[src/rtl/fd_corner_collector.sv]
// Corner collector behind the FAST-9 detector: scores each flagged corner in a
// 2-stage pipeline, queues {address, score} in a FIFO and exposes it on valid/ready.
module fd_corner_collector #(
  parameter int ADDR_W  = 15,
  parameter int DEPTH   = 16,
  parameter int SCORE_W = 12
) (
  input  logic                     clock,
  input  logic                     reset,
  input  logic                     clear,
  input  logic                     isCorner,
  input  logic [ADDR_W-1:0]        refAddr,
  input  logic [7:0]               refPixel,
  input  logic [127:0]             adjPixel,
  input  logic [7:0]               thres,
  output logic                     out_valid,
  input  logic                     out_ready,
  output logic [ADDR_W-1:0]        out_addr,
  output logic [SCORE_W-1:0]       out_score,
  output logic [$clog2(DEPTH):0]   fifo_count,
  output logic [15:0]              corner_count,
  output logic                     overflow
);

  localparam int PTR_W = $clog2(DEPTH);
  localparam logic [PTR_W:0] FULL_COUNT = DEPTH[PTR_W:0];

  logic                v1, v2;
  logic [ADDR_W-1:0]   addr1, addr2;
  logic [7:0]          adjArr [16];
  logic [7:0]          diff   [16];
  logic [7:0]          tNext  [16];
  logic [7:0]          t1     [16];
  logic [SCORE_W-1:0]  scoreSum, score2;

  logic [ADDR_W-1:0]   memAddr  [DEPTH];
  logic [SCORE_W-1:0]  memScore [DEPTH];
  logic [PTR_W-1:0]    wrPtr, rdPtr;
  logic [PTR_W:0]      count;
  logic                full, push, pop;

  // Per-pixel excess of the absolute difference over the threshold.
  always_comb begin
    for (int i = 0; i < 16; i++) begin
      adjArr[i] = adjPixel[8*i +: 8];
      diff[i]   = (adjArr[i] > refPixel) ? adjArr[i] - refPixel : refPixel - adjArr[i];
      tNext[i]  = (diff[i] > thres) ? diff[i] - thres : 8'd0;
    end
  end

  always_comb begin
    scoreSum = '0;
    for (int i = 0; i < 16; i++) begin
      scoreSum = scoreSum + SCORE_W'(t1[i]);
    end
  end

  always_ff @(posedge clock or posedge reset) begin
    if (reset) begin
      v1     <= 1'b0;
      addr1  <= '0;
      t1     <= '{default: 8'd0};
      v2     <= 1'b0;
      addr2  <= '0;
      score2 <= '0;
    end else if (clear) begin
      v1 <= 1'b0;
      v2 <= 1'b0;
    end else begin
      v1 <= isCorner;
      if (isCorner) begin
        addr1 <= refAddr;
        t1    <= tNext;
      end
      v2 <= v1;
      if (v1) begin
        addr2  <= addr1;
        score2 <= scoreSum;
      end
    end
  end

  assign out_valid = (count != '0);
  assign pop       = out_valid && out_ready;
  assign full      = (count == FULL_COUNT);
  // When full, a same-cycle pop frees the slot the write pointer is aimed at.
  assign push      = v2 && (!full || pop);

  always_ff @(posedge clock) begin
    if (push && !clear) begin
      memAddr[wrPtr]  <= addr2;
      memScore[wrPtr] <= score2;
    end
  end

  always_ff @(posedge clock or posedge reset) begin
    if (reset) begin
      wrPtr    <= '0;
      rdPtr    <= '0;
      count    <= '0;
      overflow <= 1'b0;
    end else if (clear) begin
      wrPtr    <= '0;
      rdPtr    <= '0;
      count    <= '0;
      overflow <= 1'b0;
    end else begin
      if (push) wrPtr <= wrPtr + PTR_W'(1);
      if (pop)  rdPtr <= rdPtr + PTR_W'(1);
      case ({push, pop})
        2'b10:   count <= count + (PTR_W+1)'(1);
        2'b01:   count <= count - (PTR_W+1)'(1);
        default: count <= count;
      endcase
      if (v2 && full && !pop) overflow <= 1'b1;
    end
  end

  always_ff @(posedge clock or posedge reset) begin
    if (reset) begin
      corner_count <= '0;
    end else if (clear) begin
      corner_count <= '0;
    end else if (isCorner && corner_count != 16'hFFFF) begin
      corner_count <= corner_count + 16'd1;
    end
  end

  // Gating on out_valid keeps the head outputs at zero while empty.
  assign out_addr   = out_valid ? memAddr[rdPtr]  : '0;
  assign out_score  = out_valid ? memScore[rdPtr] : '0;
  assign fifo_count = count;

endmodule

[config.mk]
export PLATFORM = sky130hd
export DESIGN_NAME = fd_corner_collector
export DESIGN_NICKNAME = d
export VERILOG_FILES = /design/src/rtl/fd_corner_collector.sv
export SDC_FILE = /design/constraint.sdc
export NUM_CORES = 2
export LEC_CHECK = 0
export BUFFER_PORTS_ARGS = -buffer_cell sky130_fd_sc_hd__buf_4
export CAP_MARGIN = 20
export CORE_MARGIN = 2
export CORE_UTILIZATION = 45
export DETAILED_ROUTE_END_ITERATION = 7
export HOLD_SLACK_MARGIN = 0.03
export PLACE_DENSITY = 0.64
export SLEW_MARGIN = 40
export SYNTH_ARGS = -nofsm -noshare
export SYNTH_HDL_FRONTEND = slang
export SYNTH_SLANG_ARGS = --single-unit
[constraint.sdc]
create_clock -name clock -period 15.66 [get_ports clock]
set_input_delay 2.349 -clock clock [delete_from_list [all_inputs] [get_ports clock]]
set_output_delay 2.349 -clock clock [all_outputs]
set_load 0.05 [all_outputs]
==> impl_metrics.toml <==
[drt]
vias = 28727
via_per_inst = 5.57
drt_iter0_drc = 2201
routed_wl_um = 113000
antenna_left = 0
wl_per_cell_um = 21.9
post-route-drc-count = 0
dr.pass1.iters = 6

[worst_setup_path]
endpoint_kind = "output pin"
path_max_fanout = 48
arrival_ns = 4.26
path_class = "flip-flop to output pin"
required_ns = 13.31
ff2ff_setup_slack_ns = 9.93
start_kind = "flip-flop"

[cts]
clk_pin_slew_ns = 0.06
h-tree-depth = 3
numClockSinks = 634
clk-insertion-delay-late_ns = 0.64
cts_setup_buffers = 0
cts_buffers = 69
cts_tree = "yes"
clockBufferDepth = 3
clockRootBuffer = "clkbuf_16"
postCtsHoldBufs = 0
cts-resized-gates = 0

[power]
p_sw_mw = 5.27
clkPwrFrac_pct = 14.8
leakage_nw = 20.5
switching_share_pct = 46.3
seqPwrFrac_pct = 20.1
finalPower_mw = 11.4
pwr_density_cell_nw_per_um2 = 236
comb_power_share_pct = 65.1
peakVddDrop_mv = 0.797
intPower_mw = 6.12

[job]
drv_cap = 0

[logic_synthesis]
synth_edf_count = 432
synth.cell_area_sq_um = 42400
synth_common_cells = "inv_1, edfxtp_1, ha_1"
syn-num-nets = 4310
synth_ff_type = "edfxtp_1"
synth_area_leaders = "edfxtp_1, dfrtp_1, ha_1"
ys_async_sr_fraction_pct = 31.9
avgSynthCellArea_sq_um = 11.8
yosys.area.top_type = "edfxtp_1"
ys_seq_area_share_pct = 42.5
synth_seq_cells = 634
synthDistinctLibCells = 74
synthMostInstantiatedCell = "inv_1"
syn_inst = 3591
ys_warn_count = 0
synth_top_area_share_pct = 30.6

[floorplan]
initial_utilization_pct = 45.5
die-area_sq_um = 96800
pin_count = 214
die_h_um = 311
core-area_sq_um = 93300
rows = 112
die_width_um = 311

[timing]
min_period_ns = 6.61
slew_headroom_pct = 45.4
fin_crit_sh_pct = 42.2
setup_violations = 0
tightestPinTransition_ns = 0.818
rsz0062_at_grt = "false"
fin_hold_ws_ns = 0.467
report.final.slew_viol_count = 0
finClkSkew_ns = 0.0608
setup-tns-final_ns = 0
hold_viol_final = 0
maxClockFrequency_mhz = 151

[placed_design]
gp_congestion = 0.886
placed_cells = 5026
dp_hpwl_um = 78100
io_buffers = 213

[global_route]
antenna_found_initial = 5
grt_first_pass_wirelength_um = 172000
overflow = 0
grt_max_degree = 112
grt.total_usage_pct = 23.1
grt_pass1_vias = 29024

[final_layout]
syn2layout_area_growth_pct = 13.7
instances_no_fill = 5157
final_nets = 4564
drive_gt1_share_pct = 15.2
multi_input_area_sq_um = 22500
fill_cells = 8264
seq_area_sq_um = 18000

[status]
status = "finished clean"

[worst_hold_path]
hold_path.class = "flip-flop to flip-flop"
cell families after synthesis:
kind of cell / after synthesis / synth area share (%)
mux: 229 / 9.45
xor+xnor: 179 / 3.69
buf+inv: 537 / 4.82
simple gates: 700 / 8.26
fa+ha+maj: 555 / 19.1
compound gates: 757 / 12.1
flops: 634 / 42.5
metrics by stage:
step	area, sq um	worst slack [ns]	util, %
floorplan	42400	7.80	-
global placement	45800	8.65	49.0
detailed placement	45800	8.64	49.1
CTS	48200	8.89	51.6
global route	48200	8.72	51.7
finish	48200	9.05	51.7
power groups by stage:
stage | Combinational [mW] | Sequential (mW) | Clock [mW]
after global placement | 7.28 | 2.32 | 0
final | 7.41 | 2.29 | 1.69
after floorplan | 5.46 | 2.23 | 0
after CTS | 7.45 | 2.29 | 1.72
after global routing | 8.33 | 2.33 | 1.79
after detailed placement | 7.36 | 2.32 | 0
worst max-delay path: stages (launching register included):
cell and delay (ns):
dfrtp_4 0.89, buf_6 0.64, buf_4 0.58, mux4_2 0.59, mux4_2 0.49, and2_1 0.19, buf_4 0.19
final cells by class:
type,instances,share of cell area (%)
multi-input combinational,2420,46.7
timing repair buffer,261,4.13
clock buffer,87,3.74
sequential,634,37.4
inverter,459,3.60
tap,1254,3.25
antenna,1,0.00519
clock inverter,41,1.18
routing by layer:
| layer | vias to the layer above | global-route usage (%) | share of wire [%] |
|---|---|---|---|
| met2 | 750 | 40.0 | 50 |
| met3 | 149 | 2.77 | 4.8 |
| li1 | 13538 | - | - |
| met4 | 0 | 6.34 | 2.5 |
| met5 | - | 0 | 0 |
| met1 | 14290 | 30.8 | 43 |
final timing paths:
path                          start              end  depth (start not counted)
min reg2reg                addr1[0]         addr2[0]                          2
min                        addr1[0]         addr2[0]                          2
max in group asynchronous     reset        score2[4]                          3
max                        rdPtr[0]     out_score[5]                          6
min in group asynchronous     reset  corner_count[9]                          2
max reg2reg                  t1[98]        score2[8]                         18
cell usage in the layout, fill, tap and decap left out, drive strengths merged, types with 70 or more instances in the layout:
| cell type | n |
|---|---|
| inv | 461 |
| a21oi | 172 |
| nor2 | 137 |
| mux2i | 70 |
| a21o | 97 |
| nor2b | 78 |
| xnor2 | 98 |
| a22o | 112 |
| o21ai | 171 |
| xor2 | 81 |
| nand2 | 210 |
| fa | 157 |
| buf | 261 |
| dfrtp | 202 |
| ha | 398 |
| edfxtp | 432 |
| clkbuf | 87 |
| mux4 | 135 |
flip-flops by register name, summed over array words and instances, names as in the netlist:
register,cells
v1,1
t1,128
wrPtr,4
v2,1
corner_count,16
overflow,1
memScore,192
score2,12
memAddr,240
addr1,15
addr2,15
fifo_count,5
rdPtr,4
Power figures use the tool's default switching activity.
